File: src/rtl/usb_tx_sequencer_pkg.sv
// Shared types and constants for the USB full-speed packet transmit sequencer.
// Holds the state encoding, packet type codes, SYNC pattern and the CRC parameters.
package usb_tx_sequencer_pkg;

  typedef enum logic [2:0] {
    StIdle,
    StSync,
    StPid,
    StToken,
    StData,
    StCrc,
    StEop
  } state_t;

  typedef enum logic [1:0] {
    PktHandshake = 2'b00,
    PktToken     = 2'b01,
    PktData      = 2'b10,
    PktReserved  = 2'b11
  } pkt_type_t;

  // SYNC is sent LSB first: seven zeros followed by a one.
  localparam logic [7:0]  SyncPattern = 8'h80;
  localparam logic [4:0]  Crc5Poly    = 5'h05;
  localparam logic [4:0]  Crc5Init    = 5'h1F;
  localparam logic [15:0] Crc16Poly   = 16'h8005;
  localparam logic [15:0] Crc16Init   = 16'hFFFF;
  localparam logic [3:0]  TokLastBit  = 4'd10;

  function automatic logic [7:0] pid_byte(input logic [3:0] pid);
    return {~pid, pid};
  endfunction

endpackage

File: src/rtl/usb_tx_sequencer_if.sv
// Request, payload and serial-output signals between a packet source and the sequencer.
// The slave modport is the sequencer side; the master modport is the packet source side.
interface usb_tx_sequencer_if;
  logic        start;
  logic [1:0]  pkt_type;
  logic [3:0]  pid;
  logic [10:0] tok_field;
  logic [7:0]  byte_data;
  logic        byte_valid;
  logic        byte_last;
  logic        byte_ready;
  logic        stuff_hold;
  logic        tx_bit;
  logic        tx_en;
  logic        eop;
  logic        busy;
  logic        done;
  logic        underrun;

  modport master (
    output start, pkt_type, pid, tok_field, byte_data, byte_valid, byte_last, stuff_hold,
    input  byte_ready, tx_bit, tx_en, eop, busy, done, underrun
  );

  modport slave (
    input  start, pkt_type, pid, tok_field, byte_data, byte_valid, byte_last, stuff_hold,
    output byte_ready, tx_bit, tx_en, eop, busy, done, underrun
  );
endinterface

File: src/rtl/usb_crc_gen.sv
// Serial USB CRC generator: CRC5 (x^5+x^2+1) or CRC16 (0x8005), one data bit per enabled cycle.
// The register is left uninverted; the sequencer inverts it while shifting it out.
module usb_crc_gen
  import usb_tx_sequencer_pkg::*;
(
  input  logic        clk,
  input  logic        rst,
  input  logic        init,
  input  logic        en,
  input  logic        mode16,
  input  logic        din,
  output logic [15:0] crc
);

  logic [15:0] crc_q, crc_d;
  logic        fb;

  always_comb begin
    crc_d = crc_q;
    fb    = 1'b0;
    if (init) begin
      crc_d = mode16 ? Crc16Init : {11'd0, Crc5Init};
    end else if (en) begin
      if (mode16) begin
        fb    = crc_q[15] ^ din;
        crc_d = {crc_q[14:0], 1'b0} ^ (fb ? Crc16Poly : 16'h0000);
      end else begin
        fb    = crc_q[4] ^ din;
        crc_d = {11'd0, crc_q[3:0], 1'b0} ^ {11'd0, (fb ? Crc5Poly : 5'h00)};
      end
    end
  end

  always_ff @(posedge clk or negedge rst) begin
    if (!rst) begin
      crc_q <= 16'h0000;
    end else begin
      crc_q <= crc_d;
    end
  end

  assign crc = crc_q;

endmodule

File: src/rtl/usb_tx_sequencer.sv
// USB full-speed packet sequencer: serialises SYNC, PID, token/data fields, CRC and EOP
// into a bit stream for the downstream bit stuffer, freezing whenever the stuffer holds.
module usb_tx_sequencer
  import usb_tx_sequencer_pkg::*;
(
  input  logic              clk,
  input  logic              rst,
  usb_tx_sequencer_if.slave bus
);

  state_t      state_q, state_d;
  logic [3:0]  cnt_q, cnt_d;
  pkt_type_t   type_q, type_d;
  logic [3:0]  pid_q, pid_d;
  logic [10:0] tok_q, tok_d;
  logic [7:0]  byte_q, byte_d;
  logic        last_q, last_d;

  logic        adv, crc_init, crc_en, crc_mode16;
  logic [15:0] crc;
  logic [3:0]  crc_last, crc_idx;
  logic [7:0]  pid_bits;
  pkt_type_t   req_type;
  logic        tx_bit, tx_en, eop, busy, done, underrun, byte_ready;

  assign req_type   = pkt_type_t'(bus.pkt_type);
  assign adv        = ~bus.stuff_hold;
  assign pid_bits   = pid_byte(pid_q);
  assign crc_last   = (type_q == PktToken) ? 4'd4 : 4'd15;
  assign crc_idx    = crc_last - cnt_q;
  // The CRC is initialised on the start cycle, before type_q holds the new packet type.
  assign crc_mode16 = (state_q == StIdle) ? (req_type == PktData) : (type_q == PktData);

  usb_crc_gen u_crc (
    .clk    (clk),
    .rst    (rst),
    .init   (crc_init),
    .en     (crc_en),
    .mode16 (crc_mode16),
    .din    (tx_bit),
    .crc    (crc)
  );

  always_ff @(posedge clk or negedge rst) begin
    if (!rst) begin
      state_q <= StIdle;
      cnt_q   <= 4'd0;
      type_q  <= PktHandshake;
      pid_q   <= 4'd0;
      tok_q   <= 11'd0;
      byte_q  <= 8'd0;
      last_q  <= 1'b0;
    end else begin
      state_q <= state_d;
      cnt_q   <= cnt_d;
      type_q  <= type_d;
      pid_q   <= pid_d;
      tok_q   <= tok_d;
      byte_q  <= byte_d;
      last_q  <= last_d;
    end
  end

  always_comb begin
    state_d    = state_q;
    cnt_d      = cnt_q;
    type_d     = type_q;
    pid_d      = pid_q;
    tok_d      = tok_q;
    byte_d     = byte_q;
    last_d     = last_q;
    tx_bit     = 1'b1;
    tx_en      = 1'b0;
    eop        = 1'b0;
    busy       = 1'b1;
    done       = 1'b0;
    underrun   = 1'b0;
    byte_ready = 1'b0;
    crc_init   = 1'b0;
    crc_en     = 1'b0;

    unique case (state_q)
      StIdle: begin
        busy = 1'b0;
        if (bus.start && (req_type != PktReserved)) begin
          state_d  = StSync;
          cnt_d    = 4'd0;
          type_d   = req_type;
          pid_d    = bus.pid;
          tok_d    = bus.tok_field;
          crc_init = 1'b1;
        end
      end
      StSync: begin
        tx_bit = SyncPattern[cnt_q[2:0]];
        tx_en  = adv;
        if (adv) begin
          cnt_d = cnt_q + 4'd1;
          if (cnt_q == 4'd7) begin
            state_d = StPid;
            cnt_d   = 4'd0;
          end
        end
      end
      StPid: begin
        tx_bit = pid_bits[cnt_q[2:0]];
        tx_en  = adv;
        if (adv) begin
          cnt_d = cnt_q + 4'd1;
          if (cnt_q == 4'd7) begin
            cnt_d = 4'd0;
            case (type_q)
              PktHandshake: state_d = StEop;
              PktToken:     state_d = StToken;
              default: begin
                if (bus.byte_valid) begin
                  state_d = StData;
                  byte_d  = bus.byte_data;
                  last_d  = bus.byte_last;
                end else begin
                  state_d = StCrc;
                end
              end
            endcase
          end
        end
      end
      StToken: begin
        tx_bit = tok_q[cnt_q];
        tx_en  = adv;
        crc_en = adv;
        if (adv) begin
          cnt_d = cnt_q + 4'd1;
          if (cnt_q == TokLastBit) begin
            state_d = StCrc;
            cnt_d   = 4'd0;
          end
        end
      end
      StData: begin
        tx_bit     = byte_q[cnt_q[2:0]];
        tx_en      = adv;
        crc_en     = adv;
        byte_ready = adv && (cnt_q == 4'd0);
        if (adv) begin
          cnt_d = cnt_q + 4'd1;
          if (cnt_q == 4'd7) begin
            cnt_d = 4'd0;
            if (last_q) begin
              state_d = StCrc;
            end else if (bus.byte_valid) begin
              byte_d = bus.byte_data;
              last_d = bus.byte_last;
            end else begin
              underrun = 1'b1;
              state_d  = StEop;
            end
          end
        end
      end
      StCrc: begin
        tx_bit = ~crc[crc_idx];
        tx_en  = adv;
        if (adv) begin
          cnt_d = cnt_q + 4'd1;
          if (cnt_q == crc_last) begin
            state_d = StEop;
            cnt_d   = 4'd0;
          end
        end
      end
      StEop: begin
        eop = 1'b1;
        if (cnt_q == 4'd0) begin
          cnt_d = 4'd1;
        end else begin
          done    = 1'b1;
          state_d = StIdle;
          cnt_d   = 4'd0;
        end
      end
      default: state_d = StIdle;
    endcase
  end

  assign bus.tx_bit     = tx_bit;
  assign bus.tx_en      = tx_en;
  assign bus.eop        = eop;
  assign bus.busy       = busy;
  assign bus.done       = done;
  assign bus.underrun   = underrun;
  assign bus.byte_ready = byte_ready;

endmodule

File: src/flat_wrapper.sv
// flat-port wrapper written by rule: the top's interface ports become plain ports
module usb_tx_sequencer_flat import usb_tx_sequencer_pkg::*;
  (clk, rst, bus_start, bus_pkt_type, bus_pid, bus_tok_field, bus_byte_data, bus_byte_valid, bus_byte_last, bus_stuff_hold, bus_byte_ready, bus_tx_bit, bus_tx_en, bus_eop, bus_busy, bus_done, bus_underrun);
  usb_tx_sequencer_if bus_i ();
  input  logic clk;
  input  logic rst;
  input wire logic [$bits(bus_i.start)-1:0] bus_start;
  input wire logic [$bits(bus_i.pkt_type)-1:0] bus_pkt_type;
  input wire logic [$bits(bus_i.pid)-1:0] bus_pid;
  input wire logic [$bits(bus_i.tok_field)-1:0] bus_tok_field;
  input wire logic [$bits(bus_i.byte_data)-1:0] bus_byte_data;
  input wire logic [$bits(bus_i.byte_valid)-1:0] bus_byte_valid;
  input wire logic [$bits(bus_i.byte_last)-1:0] bus_byte_last;
  input wire logic [$bits(bus_i.stuff_hold)-1:0] bus_stuff_hold;
  output wire logic [$bits(bus_i.byte_ready)-1:0] bus_byte_ready;
  output wire logic [$bits(bus_i.tx_bit)-1:0] bus_tx_bit;
  output wire logic [$bits(bus_i.tx_en)-1:0] bus_tx_en;
  output wire logic [$bits(bus_i.eop)-1:0] bus_eop;
  output wire logic [$bits(bus_i.busy)-1:0] bus_busy;
  output wire logic [$bits(bus_i.done)-1:0] bus_done;
  output wire logic [$bits(bus_i.underrun)-1:0] bus_underrun;
  assign bus_i.start = bus_start;
  assign bus_i.pkt_type = bus_pkt_type;
  assign bus_i.pid = bus_pid;
  assign bus_i.tok_field = bus_tok_field;
  assign bus_i.byte_data = bus_byte_data;
  assign bus_i.byte_valid = bus_byte_valid;
  assign bus_i.byte_last = bus_byte_last;
  assign bus_i.stuff_hold = bus_stuff_hold;
  assign bus_byte_ready = bus_i.byte_ready;
  assign bus_tx_bit = bus_i.tx_bit;
  assign bus_tx_en = bus_i.tx_en;
  assign bus_eop = bus_i.eop;
  assign bus_busy = bus_i.busy;
  assign bus_done = bus_i.done;
  assign bus_underrun = bus_i.underrun;
  usb_tx_sequencer u_core (.clk(clk), .rst(rst), .bus(bus_i));
endmodule
File: config.mk
export PLATFORM = sky130hd
export DESIGN_NAME = usb_tx_sequencer_flat
export DESIGN_NICKNAME = d
export VERILOG_FILES = /design/src/rtl/usb_tx_sequencer_pkg.sv /design/src/rtl/usb_tx_sequencer_if.sv /design/src/rtl/usb_crc_gen.sv /design/src/rtl/usb_tx_sequencer.sv /design/src/flat_wrapper.sv
export SDC_FILE = /design/constraint.sdc
export NUM_CORES = 1
export LEC_CHECK = 0
export ABC_AREA = 0
export ABC_CLOCK_PERIOD_IN_PS = 8770
export BUFFER_PORTS_ARGS = -buffer_cell sky130_fd_sc_hd__buf_2
export CORE_MARGIN = 2
export CORE_UTILIZATION = 60
export CTS_CLUSTER_DIAMETER = 40
export CTS_CLUSTER_SIZE = 14
export DETAILED_ROUTE_END_ITERATION = 6
export HOLD_SLACK_MARGIN = 0.05
export PLACE_DENSITY_LB_ADDON = 0.15
export SLEW_MARGIN = 0
export SYNTH_ARGS = -nofsm -noshare
export SYNTH_HDL_FRONTEND = slang
export SYNTH_SLANG_ARGS = --single-unit
File: constraint.sdc
create_clock -name clk -period 8.77 [get_ports clk]
set_input_delay 1.3155 -clock clk [delete_from_list [all_inputs] [get_ports clk]]
set_output_delay 1.3155 -clock clk [all_outputs]
set_load 0.1 [all_outputs]
# Yosys cells after proc, flatten, opt, wreduce, memory -nomap -nowiden
# Memory sizes are Yosys's and may differ from the RTL's.
# Index checks and enable logic that the tools add are counted.
# op_classes
n_addsub	2
mul	0
n_div	0
n_lt_le_gt_ge	3
eq_ne	30
shifts	0
muxes	75
n_bitwise	7
n_reduce_logical	17
# op_table
cell	n
$mux 16	5
$mux 8	7
$mux 3	15
$mux 4	8
$mux 1	30
$ne 2x2->1 const B	12
$pmux 3 s7	1
$pmux 4 s5	1
$pmux 8 s2	1
$xor 16x16->16	1
$reduce_and 7->1	2
$reduce_and 13->1	1
$lt 4x5->1 const B	2
$ne 2x1->1 const B	5
$eq 3x3->1 const B	3
$bmux 1 s4	2
$bmux 1 s3	2
$eq 3x2->1 const B	2
$pmux 3 s2	1
$pmux 1 s5	1
$reduce_and 5->1	1
$reduce_bool 5->1	1
$reduce_or 5->1	1
$xor 5x3->5	1
other kinds (22)	28
# word_totals
register_bits	49
latch_bits	0
ram_bits	0
mem_bits_ro	8
in_bits	31
output_inout_bits	7
n_memories	1
# mem_list
name	depth	width	rd	rd_clocked_by_memory_dff	write_ports	line_no	text
(name not given)	8	1	1	0	0	usb_tx_sequencer.sv:95	tx_bit = SyncPattern[cnt_q[2:0]];

# Longest topological paths before layout
# Gate-level depths: netlist of the first run.
# depth
depth_word	13
ltp_mapped	11

# Modules after synthesis
# From an unflattened synthesis of the first run, not the netlist that was laid out.
# hier_totals
hier_cells	315
hier_area_um2	2992.9
# by_module_without_submodules
module	n_inst	cells_each	area_each_um2
usb_tx_sequencer	1	239	2219.6
usb_crc_gen	1	76	773.2

# Worst setup path before layout of the first run
# No wires, ideal clock.
# synth_path
path_type	input port to output port
from	input port bus_stuff_hold
to	output port bus_underrun
t_arrival_ns	4.675
t_required_ns	7.455
slack_ns	2.779
path_stages	2
path_buffers	1
path_cell_list	clkbuf_1 > nor4b_1
# synth_between
elab_chain_len	2
# synth_rtl
item	line_no	text
start, declared	flat_wrapper.sv:14	input wire logic [$bits(bus_i.stuff_hold)-1:0] bus_stuff_hold;
$mux 1	usb_tx_sequencer.sv:145	if (adv) begin
$mux 1	usb_tx_sequencer.sv:82	unique case (state_q)
end, declared	flat_wrapper.sv:21	output wire logic [$bits(bus_i.underrun)-1:0] bus_underrun;
# Every way passes these cells.

# Worst setup path after layout of the first run
# layout_path
from	register u_core.cnt_q[0]
to	output port bus_tx_bit
# layout_between
elab_chain_len	5
elab_cells_between_ends	13
# layout_rtl
item	line_no	text
start, declared	usb_tx_sequencer.sv:12	logic [3:0] cnt_q, cnt_d;
start signal, assigned	usb_tx_sequencer.sv:55	cnt_q <= cnt_d;
$sub 4x4->4	usb_tx_sequencer.sv:30	assign crc_idx = crc_last - cnt_q;
$bmux 1 s4	usb_tx_sequencer.sv:162	tx_bit = ~crc[crc_idx];
$mux 1 (implied by the code)	usb_tx_sequencer.sv:162	
$not 1->1	usb_tx_sequencer.sv:162	
$pmux 1 s5 *	usb_tx_sequencer.sv:82	
end, declared	flat_wrapper.sv:16	output wire logic [$bits(bus_i.tx_bit)-1:0] bus_tx_bit;
# Every way passes the cells marked *; elsewhere a longest branch is shown, timed or not. The select of a mux whose other input is x is not followed.

==> results.txt, run 1 <==
Max rail drop VDD: 0.000176 V
Vias: 2,397
DR vias/cell: 5.82
Top cells by count, synth: 72 x nand2_1, 49 x dfrtp_1, 23 x o21ai_0
Main synth FF type: dfrtp_1
Vert. Die Dim: 74.5 um
Area grow syn2layout: 10.9%
Final period util: 56.0%
CP bufs+invs: 2
Post-synth EDFFs: 0
Tot GR Track Use: 24.1%
Worst-path cell chain: inv_1 > nor2_1 > fa_1 > mux4_1 > nand2_1 > mux2i_2 > o41ai_4 > buf_2
Outcome: finished, final reports clean
F_max: 204 MHz
TritonRoute pass-1 iters: 5
Largest family of logic cells by synthesized area: simple AND/OR/NAND/NOR gates
CTS tree: done
Clk sinks: 49
Cell taking the most area after synthesis: dfrtp_1
Synth Area in Compound Gates: 14.5%
Cell Rows: 25
DR iter-0 viols: 176
Most instantiated library cell after synthesis: nand2_1
Largest net degree at the start of global routing: 50
Syn avg cell area: 9.35 um2
Kind of critical path: reg -> out
Routed WL: 6100 um
RSZ-0062 raised after global routing: no
Top cell family by delay on the critical path: flip-flops
Synth Cell Area: 2980 um2
Minimum clock period: 4910 ps
Maximum buffer depth of the clock tree: 2
Slowest-stage cell, CP: dfrtp_1
CP Capture Type: output pin
Power density cells: 371 nW/um2
Pint: 0.659 mW
Seq pwr share: 33.9%
Detailed Place HPWL: 4280 um
Simple-Gate Fraction of Synth Area: 21.1%
Layout cell share with drive strength beyond 1: 22.0%
DR WL/cell: 14.8 um
Die X: 74.5 um
Core area: 4750 um2
Worst min path class: reg -> reg
Final max-slew violation count: 0
# hold bufs at CTS: 0
Postcts setup bufs: 0
Logic pwr share: 52.3%
Grt total ovfl: 0
PostCTS Resize Cnt: 0
Yosys warnings: 0
Design Power: 1.23 mW
Clock power share: 13.8%
Starting Density: 62.7%
DRT antenna net count: 0
Global-route wire length before repair: 10,100 um
P_leak: 1.51 nW
Crit start category: flop
Post-synthesis mux area share: 12.9%
CTS HTree Levels: 2
Clock slew at reported path FFs: 100 ps
XOR/XNOR Fraction of Synth Area: 3.32%
Worst-path fanout max: 15
Final Hold Fails: 0
#FFs+latches synth: 49
Psw: 0.567 mW
Setup_tns: 0 ps
Syn nets: 356
Post-Synth Adder-Cell Area: 2.77%
Top post-synthesis cells by area: dfrtp_1 41%, nand2_1 9.1%, mux2_2 4.2%, o21ai_0 3.9%, mux4_2 3.8%
GP Congestion: 0.880
DRC viols: 0
Vias in the first global route: 2,220
Max_slew headroom: 47.5%
Worst-skew pair later-pin latency: 300 ps
IO Count: 38
Setup violators final: 0
Final #Nets: 381
Root Buffer: clkbuf_8
Largest stage delay on the critical path: 850 ps
Top-area cell type share of the netlist area: 41.1%
MaxCap Viol Count: 0
Die area: 5550 um2
Sw Share: 46.2%
Syn Inst Count: 319
Num CTS Buffers: 5
# diodes: 0
Buffers on Ports: 37
Worst Max-Slew Pin Slew: 785 ps
Register area share after synthesis: 41.1%
Asr flop ratio synth: 100%
Clk_skew: 4.86 ps
Worst Path Arrival: 3590 ps
Netlist cell types: 54
Req. time, crit path: 7450 ps
Antenna violations before repair: 0
worst reg2reg max path: stages, from the launching register on:
cell,delay (ps)
dfrtp_1,850
inv_1,230
nor2_1,200
fa_1,500
mux4_1,260
nand2_1,100
mux2i_2,90
o41ai_4,540
mux2_2,390
nor2_1,80
path summary, 6_finish.rpt:
| check | startpoint | endpoint | slack [ps] | depth (start not counted) |
|---|---|---|---|---|
| max reg2reg | u_core.cnt_q[0]$_DFFE_PN0P_ | u_core.u_crc.crc[15]$_DFFE_PN0P_ | 5470 | 9 |
| max in group asynchronous | rst | u_core.state_q[2]$_DFFE_PN0P_ | 7250 | 2 |
| min reg2reg | u_core.tok_q[6]$_DFFE_PN0P_ | u_core.tok_q[6]$_DFFE_PN0P_ | 490 | 2 |
| max | u_core.cnt_q[0]$_DFFE_PN0P_ | bus_tx_bit | 3860 | 8 |
| min in group asynchronous | rst | u_core.state_q[1]$_DFFE_PN0P_ | 1090 | 2 |
| min | u_core.tok_q[6]$_DFFE_PN0P_ | u_core.tok_q[6]$_DFFE_PN0P_ | 490 | 2 |
cells by family after synthesis:
group / Yosys count
AO/OA/AOI/OAI: 69
adder cells (fa/ha/maj): 6
multiplexers: 24
XOR/XNOR: 7
buffers and inverters: 31
flip-flops: 49
AND/OR/NAND/NOR: 133
sequential cells by signal (all words and copies together), names as in the netlist:
name	cells
u_core.u_crc.crc	16
u_core.tok_q	11
u_core.byte_q	8
u_core.cnt_q	4
u_core.pid_q	4
u_core.state_q	3
u_core.type_q	2
u_core.last_q	1
power groups by stage:
stage	registers (mW)	clock network, mW	logic (mW)
floorplan	0.346	0	0.591
global placement	0.414	0	0.626
detailed placement	0.419	0	0.639
CTS	0.414	0.173	0.642
global route	0.429	0.182	0.702
finish	0.416	0.169	0.641
metrics by stage:
stage | hold WS [ps] | setup WS (ps) | instances | utilization (%) | cell area [um2]
detailed placement | 467 | 4180 | 404 | 67.1 | 3190
finish | 492 | 3860 | 412 | 69.5 | 3310
global route | 514 | 3640 | 412 | 69.5 | 3310
CTS | 490 | 3820 | 412 | 69.5 | 3310
global placement | 457 | 4340 | 404 | 67.1 | 3190
floorplan | 440 | 2780 | 319 | - | 2980
layout make-up:
cell class              count  area [um2]
inverters                   8        35.0
well taps                  67        83.8
clock inverters             3        47.5
multi-input cells         239        1630
flip-flops and latches     49        1230
repair buffers             41         215
fillers                   382        1450
clock buffers               5        68.8
per-layer routing:
metal	share of wire, %	vias to the layer above	track usage [%]
met4	1.4	0	6.55
met2	48	78	39.8
met1	45	1142	33.0
met5	0	-	0
li1	-	1168	-
met3	5.1	9	4.07
cells in the final DEF, fill, tap and decap left out, drive strengths merged, types with 2 or more instances in the layout:
cell type and instances:
a21oi 22, a22o 3, a22oi 2, and3 2, buf 41, clkbuf 5, dfrtp 49, ha 5
inv 10, mux2 11, mux2i 4, mux4 9, nand2 72, nand2b 3, nand3 3, nand3b 5
nand4b 2, nor2 18, nor2b 4, nor3 10, nor3b 7, o21ai 23, o21bai 2, o22ai 3
o2bb2ai 2, o31ai 2, or3 2, xnor2 6
Power figures use the tool's default switching activity.
==> inputs of run 2 (changes only) <==
Settings changed: ABC_CLOCK_PERIOD_IN_PS 8770 to 4900, CORE_UTILIZATION 60 to 58.
Clock period 8.77 ns to 4.9 ns, I/O delays scaled along.
==> run 2 against run 1 <==
  * Worst setup slack lost 3200 ps
  * Wire length is essentially flat
  * Cell area shrank 0.42%
  * Flip-flop and latch count is the same
  * Count of clock-buffer cells in the layout grew 1
  * Critical path depth is the same
  * Largest power group unchanged
  * Non-clock buffer count shrank 1
  * Utilization shrank 4.2 points
  * Clock power grew 55%
  * Cell count grew 0.49%
  * Global-route usage shrank 1.1 points
==> results.txt, run 2 (synthesis gave the netlist of run 1 again) <==
Area of the multi-input gates: 1640 um2 (+0.38%)
Max rail drop VDD: 0.000329 V (+87%)
Routed WL: 6090 um (about the same)
Final Hold Fails: 0 (unchanged)
Num CTS Buffers: 5 (unchanged)
Antenna violations before repair: 0 (unchanged)
P_leak: 1.50 nW (-0.72%)
Worst-path fanout max: 15 (unchanged)
Worst-skew pair later-pin latency: 300 ps (about the same)
Final std cells w/o fill: 414 (+0.49%)
Hold_ws: 486 ps (-5.91 ps)
MaxCap Viol Count: 0 (unchanged)
DRC viols: 0 (unchanged)
DR vias/cell: 5.70 (-2.1%)
Outcome: finished, final reports clean
Detailed Place HPWL: 4270 um (-0.34%)
Tot GR Track Use: 23.0% (-1.1 points)
Die X: 75.7 um (+1.6%)
Postcts setup bufs: 0 (unchanged)
Cell Rows: 26 (+4.0%)
Vert. Die Dim: 75.7 um (+1.6%)
Worst Max-Slew Pin Slew: 1130 ps (+348 ps)
Clock slew at reported path FFs: 100 ps (about the same)
Largest register FFs: 16 (unchanged)
Starting Density: 59.1% (-3.6 points)
Cells on Worst Hold Path: 2 (unchanged)
Minimum clock period: 4240 ps
Setup WS pre-CTS: 960 ps (-3220 ps)
IO Count: 38 (unchanged)
Grt total ovfl: 0 (unchanged)
DR iter-0 viols: 175 (-0.57%)
Worst min path class: reg -> reg
Req. time, crit path: 4160 ps (-3290 ps)
# fillers: 409 (+7.1%)
Crit start category: flop
Design Power: 2.15 mW (+75%)
Vias: 2,359 (-1.6%)
CP Capture Type: output pin
Worst Path Arrival: 3510 ps (-80 ps)
Core Util, Final: 65.3% (-4.2 points)
Clk_skew: 8.47 ps (+3.61 ps)
Final max-slew violation count: 0 (unchanged)
Die area: 5730 um2 (+3.3%)
GP Congestion: 0.898 (+2.1%)
FF/Latch Area: 1230 um2 (unchanged)
Maximum buffer depth of the clock tree: 2 (unchanged)
Most common cell after layout, fill and taps aside: nand2_1
Setup ws final: 657 ps (-3200 ps)
Setup violators final: 0 (unchanged)
Setup_tns: 0 ps (unchanged)
Layout cell share with drive strength beyond 1: 22.1% (+0.064 points)
Final period util: 86.6%
Final #Nets: 380 (-0.26%)
Core area: 5040 um2 (+6.1%)
Buffers on Ports: 37 (unchanged)
Vias in the first global route: 2,143 (-3.5%)
Clk sinks: 49 (unchanged)
Max_slew headroom: 24.1% (-23 points)
Dpl cells: 406 (+0.50%)
Global-route wire length before repair: 10,000 um (-0.96%)
Placed instance area: 3190 um2 (about the same)
R2R depth: 7 (-2)
Most frequent cells in the layout: 72 x nand2_1, 49 x dfrtp_1, 37 x buf_2
Root Buffer: clkbuf_8
DR WL/cell: 14.7 um (-0.52%)
# hold bufs at CTS: 0 (unchanged)
Final Cell Area: 3290 um2 (-0.42%)
Power density cells: 652 nW/um2 (+76%)
# diodes: 0 (unchanged)
Area grow syn2layout: 10.4%
F_max: 236 MHz
DRT antenna net count: 0 (unchanged)
TritonRoute pass-1 iters: 4 (-1)
PostCTS Resize Cnt: 0 (unchanged)
RSZ-0062 raised after global routing: no
CTS tree: done
CTS HTree Levels: 2 (unchanged)
Largest net degree at the start of global routing: 50 (unchanged)
Kind of critical path: reg -> out
-- run 2: worst max-delay path, cell delays in order (launching register included) --
cell and delay, ps:
dfrtp_1 820, inv_1 210, nor2_1 200, fa_1 490
mux4_1 260, nand2_1 100, mux2i_2 90, o41ai_4 520
buf_2 510
-- run 2: worst paths after layout --
kind	from	end	slack, ps
min in group asynchronous	rst	u_core.last_q$_DFFE_PN0P_	510
worst max register to register	u_core.state_q[0]$_DFFE_PN0P_	u_core.u_crc.crc[15]$_DFFE_PN0P_	1590
max in group asynchronous	rst	u_core.type_q[0]$_DFFE_PN0P_	3970
worst max-delay path	u_core.cnt_q[0]$_DFFE_PN0P_	bus_tx_bit	660
worst min-delay path	u_core.tok_q[10]$_DFFE_PN0P_	u_core.tok_q[10]$_DFFE_PN0P_	490
worst min register to register	u_core.tok_q[10]$_DFFE_PN0P_	u_core.tok_q[10]$_DFFE_PN0P_	490
-- run 2: metal layers --
layer / track usage, % / vias up / routed length (um) / part of all wire [%]
met5: 0 / - / 0 / 0
met1: 32.9 / 1123 / 2820 / 46
li1: - / 1163 / - / -
met3: 4.37 / 7 / 255 / 4.2
met2: 36.5 / 66 / 2960 / 49
met4: 5.85 / 0 / 65 / 1.1
-- run 2: where the power goes --
group	switching, mW	internal, mW	total, mW
logic	0.670	0.475	1.14
clock network	0.145	0.118	0.262
registers	0.195	0.544	0.740
-- run 2: final cells by class --
| class | count | share of cell area, % |
|---|---|---|
| clock inverter | 2 | 0.532 |
| multi-input combinational | 239 | 49.7 |
| inverter | 8 | 1.06 |
| tap | 70 | 2.66 |
| sequential | 49 | 37.2 |
| clock buffer | 6 | 2.51 |
| timing repair buffer | 40 | 6.31 |
==> inputs of run 3 (changes only) <==
Settings changed: BUFFER_PORTS_ARGS -buffer_cell sky130_fd_sc_hd__buf_2 to unset, CORE_ASPECT_RATIO set to 1.5, CORE_UTILIZATION 58 to 60, DONT_BUFFER_PORTS set to 1.
==> run 3 against run 2 <==
  * Worst setup slack improved by 250 ps
  * Clock skew is 6.8 ps higher
  * Non-clock buffer count decreased by 34
  * Global-route usage rose by 1.1 points
  * Flip-flop and latch count unchanged
  * Maximum frequency increased by 6.2%
  * Via count down 3.9%
  * Cell count decreased by 9.2%
  * Power rose by 2.4%
  * Sequential share of layout area is 1.0 points higher
  * First-iteration DRC count fell by 18%
  * Critical endpoint unchanged
==> results.txt, run 3 (synthesis gave the netlist of run 1 again) <==
P_leak: 1.39 nW (-7.2%)
R2R depth: 10 (+3)
Logic pwr share: 52.3% (-1.0 points)
Psw: 1.01 mW (-0.17%)
Routed WL: 6040 um (-0.89%)
Setup_tns: 0 ps (unchanged)
CP Capture Type: output pin
Max_slew headroom: 21.8% (-2.3 points)
PostCTS Resize Cnt: 0 (unchanged)
Detailed Place HPWL: 4280 um (+0.35%)
Area of the multi-input gates: 1660 um2 (+1.4%)
Vert. Die Dim: 90.3 um (+19%)
IO Count: 38 (unchanged)
Worst-skew pair later-pin latency: 310 ps (about the same)
Power density cells: 686 nW/um2 (+5.2%)
DR WL/cell: 16.1 um (+9.1%)
# diodes: 0 (unchanged)
GP Congestion: 0.809 (-9.9%)
Num CTS Buffers: 5 (unchanged)
DRC viols: 0 (unchanged)
F_max: 250 MHz (+6.2%)
Final period util: 81.5% (-5.1 points)
Largest stage delay on the critical path: 830 ps (about the same)
Global-route wire length before repair: 10,200 um (+1.3%)
Largest net degree at the start of global routing: 50 (unchanged)
Area grow syn2layout: 7.39%
Final #Nets: 346 (-8.9%)
DR iter-0 viols: 144 (-18%)
Most common cell after layout, fill and taps aside: nand2_1
Layout cell share with drive strength beyond 1: 14.5% (-7.6 points)
Reg2reg start: u_core.cnt_q[0]$_DFFE_PN0P_
Worst Path Arrival: 3260 ps (-250 ps)
Postcts setup bufs: 0 (unchanged)
Final std cells w/o fill: 376 (-9.2%)
Slowest-stage cell, CP: dfrtp_1
Core area: 4810 um2 (-4.6%)
Hold_ws: 98.2 ps (-387 ps)
CTS HTree Levels: 2 (unchanged)
Clock slew at reported path FFs: 100 ps (about the same)
# hold bufs at CTS: 0 (unchanged)
Sw Share: 45.9% (-1.2 points)
DRT antenna net count: 0 (unchanged)
Tot GR Track Use: 24.1% (+1.1 points)
Antenna violations before repair: 0 (unchanged)
Max rail drop VDD: 0.000425 V (+29%)
Clk_skew: 15.3 ps (+6.84 ps)
RR Endpoint: u_core.u_crc.crc[15]$_DFFE_PN0P_
Die area: 5560 um2 (-3.0%)
Cell Rows: 31 (+19%)
Vias: 2,266 (-3.9%)
Worst-path fanout max: 15 (unchanged)
DR vias/cell: 6.03 (+5.8%)
Crit start category: flop
MaxCap Viol Count: 0 (unchanged)
Buffers on Ports: 0 (-100%)
Worst Max-Slew Pin Slew: 1170 ps (+39.8 ps)
FF/Latch Area: 1230 um2 (unchanged)
Worst-path cell chain: inv_1 > nor2_1 > fa_1 > mux4_1 > nand2b_1 > mux2i_2 > o41ai_4 > buf_4
CTS tree: done
Seq pwr share: 33.8% (-0.7 points)
Final Hold Fails: 0 (unchanged)
# fillers: 396 (-3.2%)
Grt total ovfl: 0 (unchanged)
Maximum buffer depth of the clock tree: 2 (unchanged)
Core Util, Final: 66.6% (+1.3 points)
Setup violators final: 0 (unchanged)
Largest register FFs: 16 (unchanged)
TritonRoute pass-1 iters: 4 (unchanged)
Vias in the first global route: 2,242 (+4.6%)
Outcome: finished, final reports clean
Pint: 1.19 mW (+4.6%)
Clock power share: 13.9% (+1.7 points)
Req. time, crit path: 4160 ps (about the same)
RSZ-0062 raised after global routing: no
Minimum clock period: 3990 ps (-249 ps)
Worst min path class: in -> async
Starting Density: 62.0% (+2.9 points)
Setup slack on the worst flop-to-flop path: 1440 ps (-150 ps)
Kind of critical path: reg -> out
Dpl cells: 368 (-9.4%)
Most frequent cells in the layout: 72 x nand2_1, 49 x dfrtp_1, 23 x o21ai_0
Final max-slew violation count: 0 (unchanged)
Root Buffer: clkbuf_8
Die X: 61.6 um (-19%)
Clk sinks: 49 (unchanged)
run 3: per-stage QoR:
step	power, mW	cell area, um2	setup WS, ps
3_5_place_dp	1.90	3080	1240
2_1_floorplan	1.68	2990	929
3_3_place_gp	1.86	3080	1320
6_report	2.20	3200	906
5_1_grt	2.36	3200	660
4_1_cts	2.20	3200	886
run 3: power by group through the flow:
stage | combinational [mW] | sequential [mW] | clock [mW]
after floorplan | 1.06 | 0.619 | 0
after detailed placement | 1.15 | 0.747 | 0
final | 1.15 | 0.742 | 0.305
after global placement | 1.12 | 0.742 | 0
after CTS | 1.16 | 0.739 | 0.308
after global routing | 1.27 | 0.766 | 0.322
run 3: critical path, delay by kind of cell (launching register included):
kind	cells	cell delay (ps)
AO/OA/AOI/OAI	1	330
adder cells (fa/ha/maj)	1	510
flip-flops	1	830
AND/OR/NAND/NOR	2	320
multiplexers	2	350
buffers and inverters	2	580
run 3: area by class of cell:
type	instances	area share, %
Multi-Input combinational cell	239	51.8
Sequential cell	49	38.3
Inverter	8	1.09
Clock buffer	5	2.15
Tap cell	66	2.58
Clock inverter	3	1.52
Timing Repair Buffer	6	2.58
run 3: worst max path at each step:
stage	end	slack, ps	depth (start not counted)	start
after floorplan	bus_tx_bit	930	9	u_core.cnt_q[0]$_DFFE_PN0P_
final	bus_tx_bit	910	8	u_core.cnt_q[0]$_DFFE_PN0P_
after global routing	bus_tx_bit	660	8	u_core.cnt_q[0]$_DFFE_PN0P_
after detailed placement	bus_tx_bit	1240	8	u_core.cnt_q[0]$_DFFE_PN0P_
after CTS	bus_tx_bit	890	8	u_core.cnt_q[0]$_DFFE_PN0P_
after global placement	bus_tx_bit	1320	8	u_core.cnt_q[0]$_DFFE_PN0P_
run 3: metal layers:
layer  wire length [um]  track usage, %  part of all wire, %  vias up
met5                  0               0                    0        -
met4                132            9.04                  2.2        0
met3                193            4.30                  3.2       12
met2               3250            39.3                   54       53
met1               2470            31.0                   41     1111
li1                   -               -                    -     1090
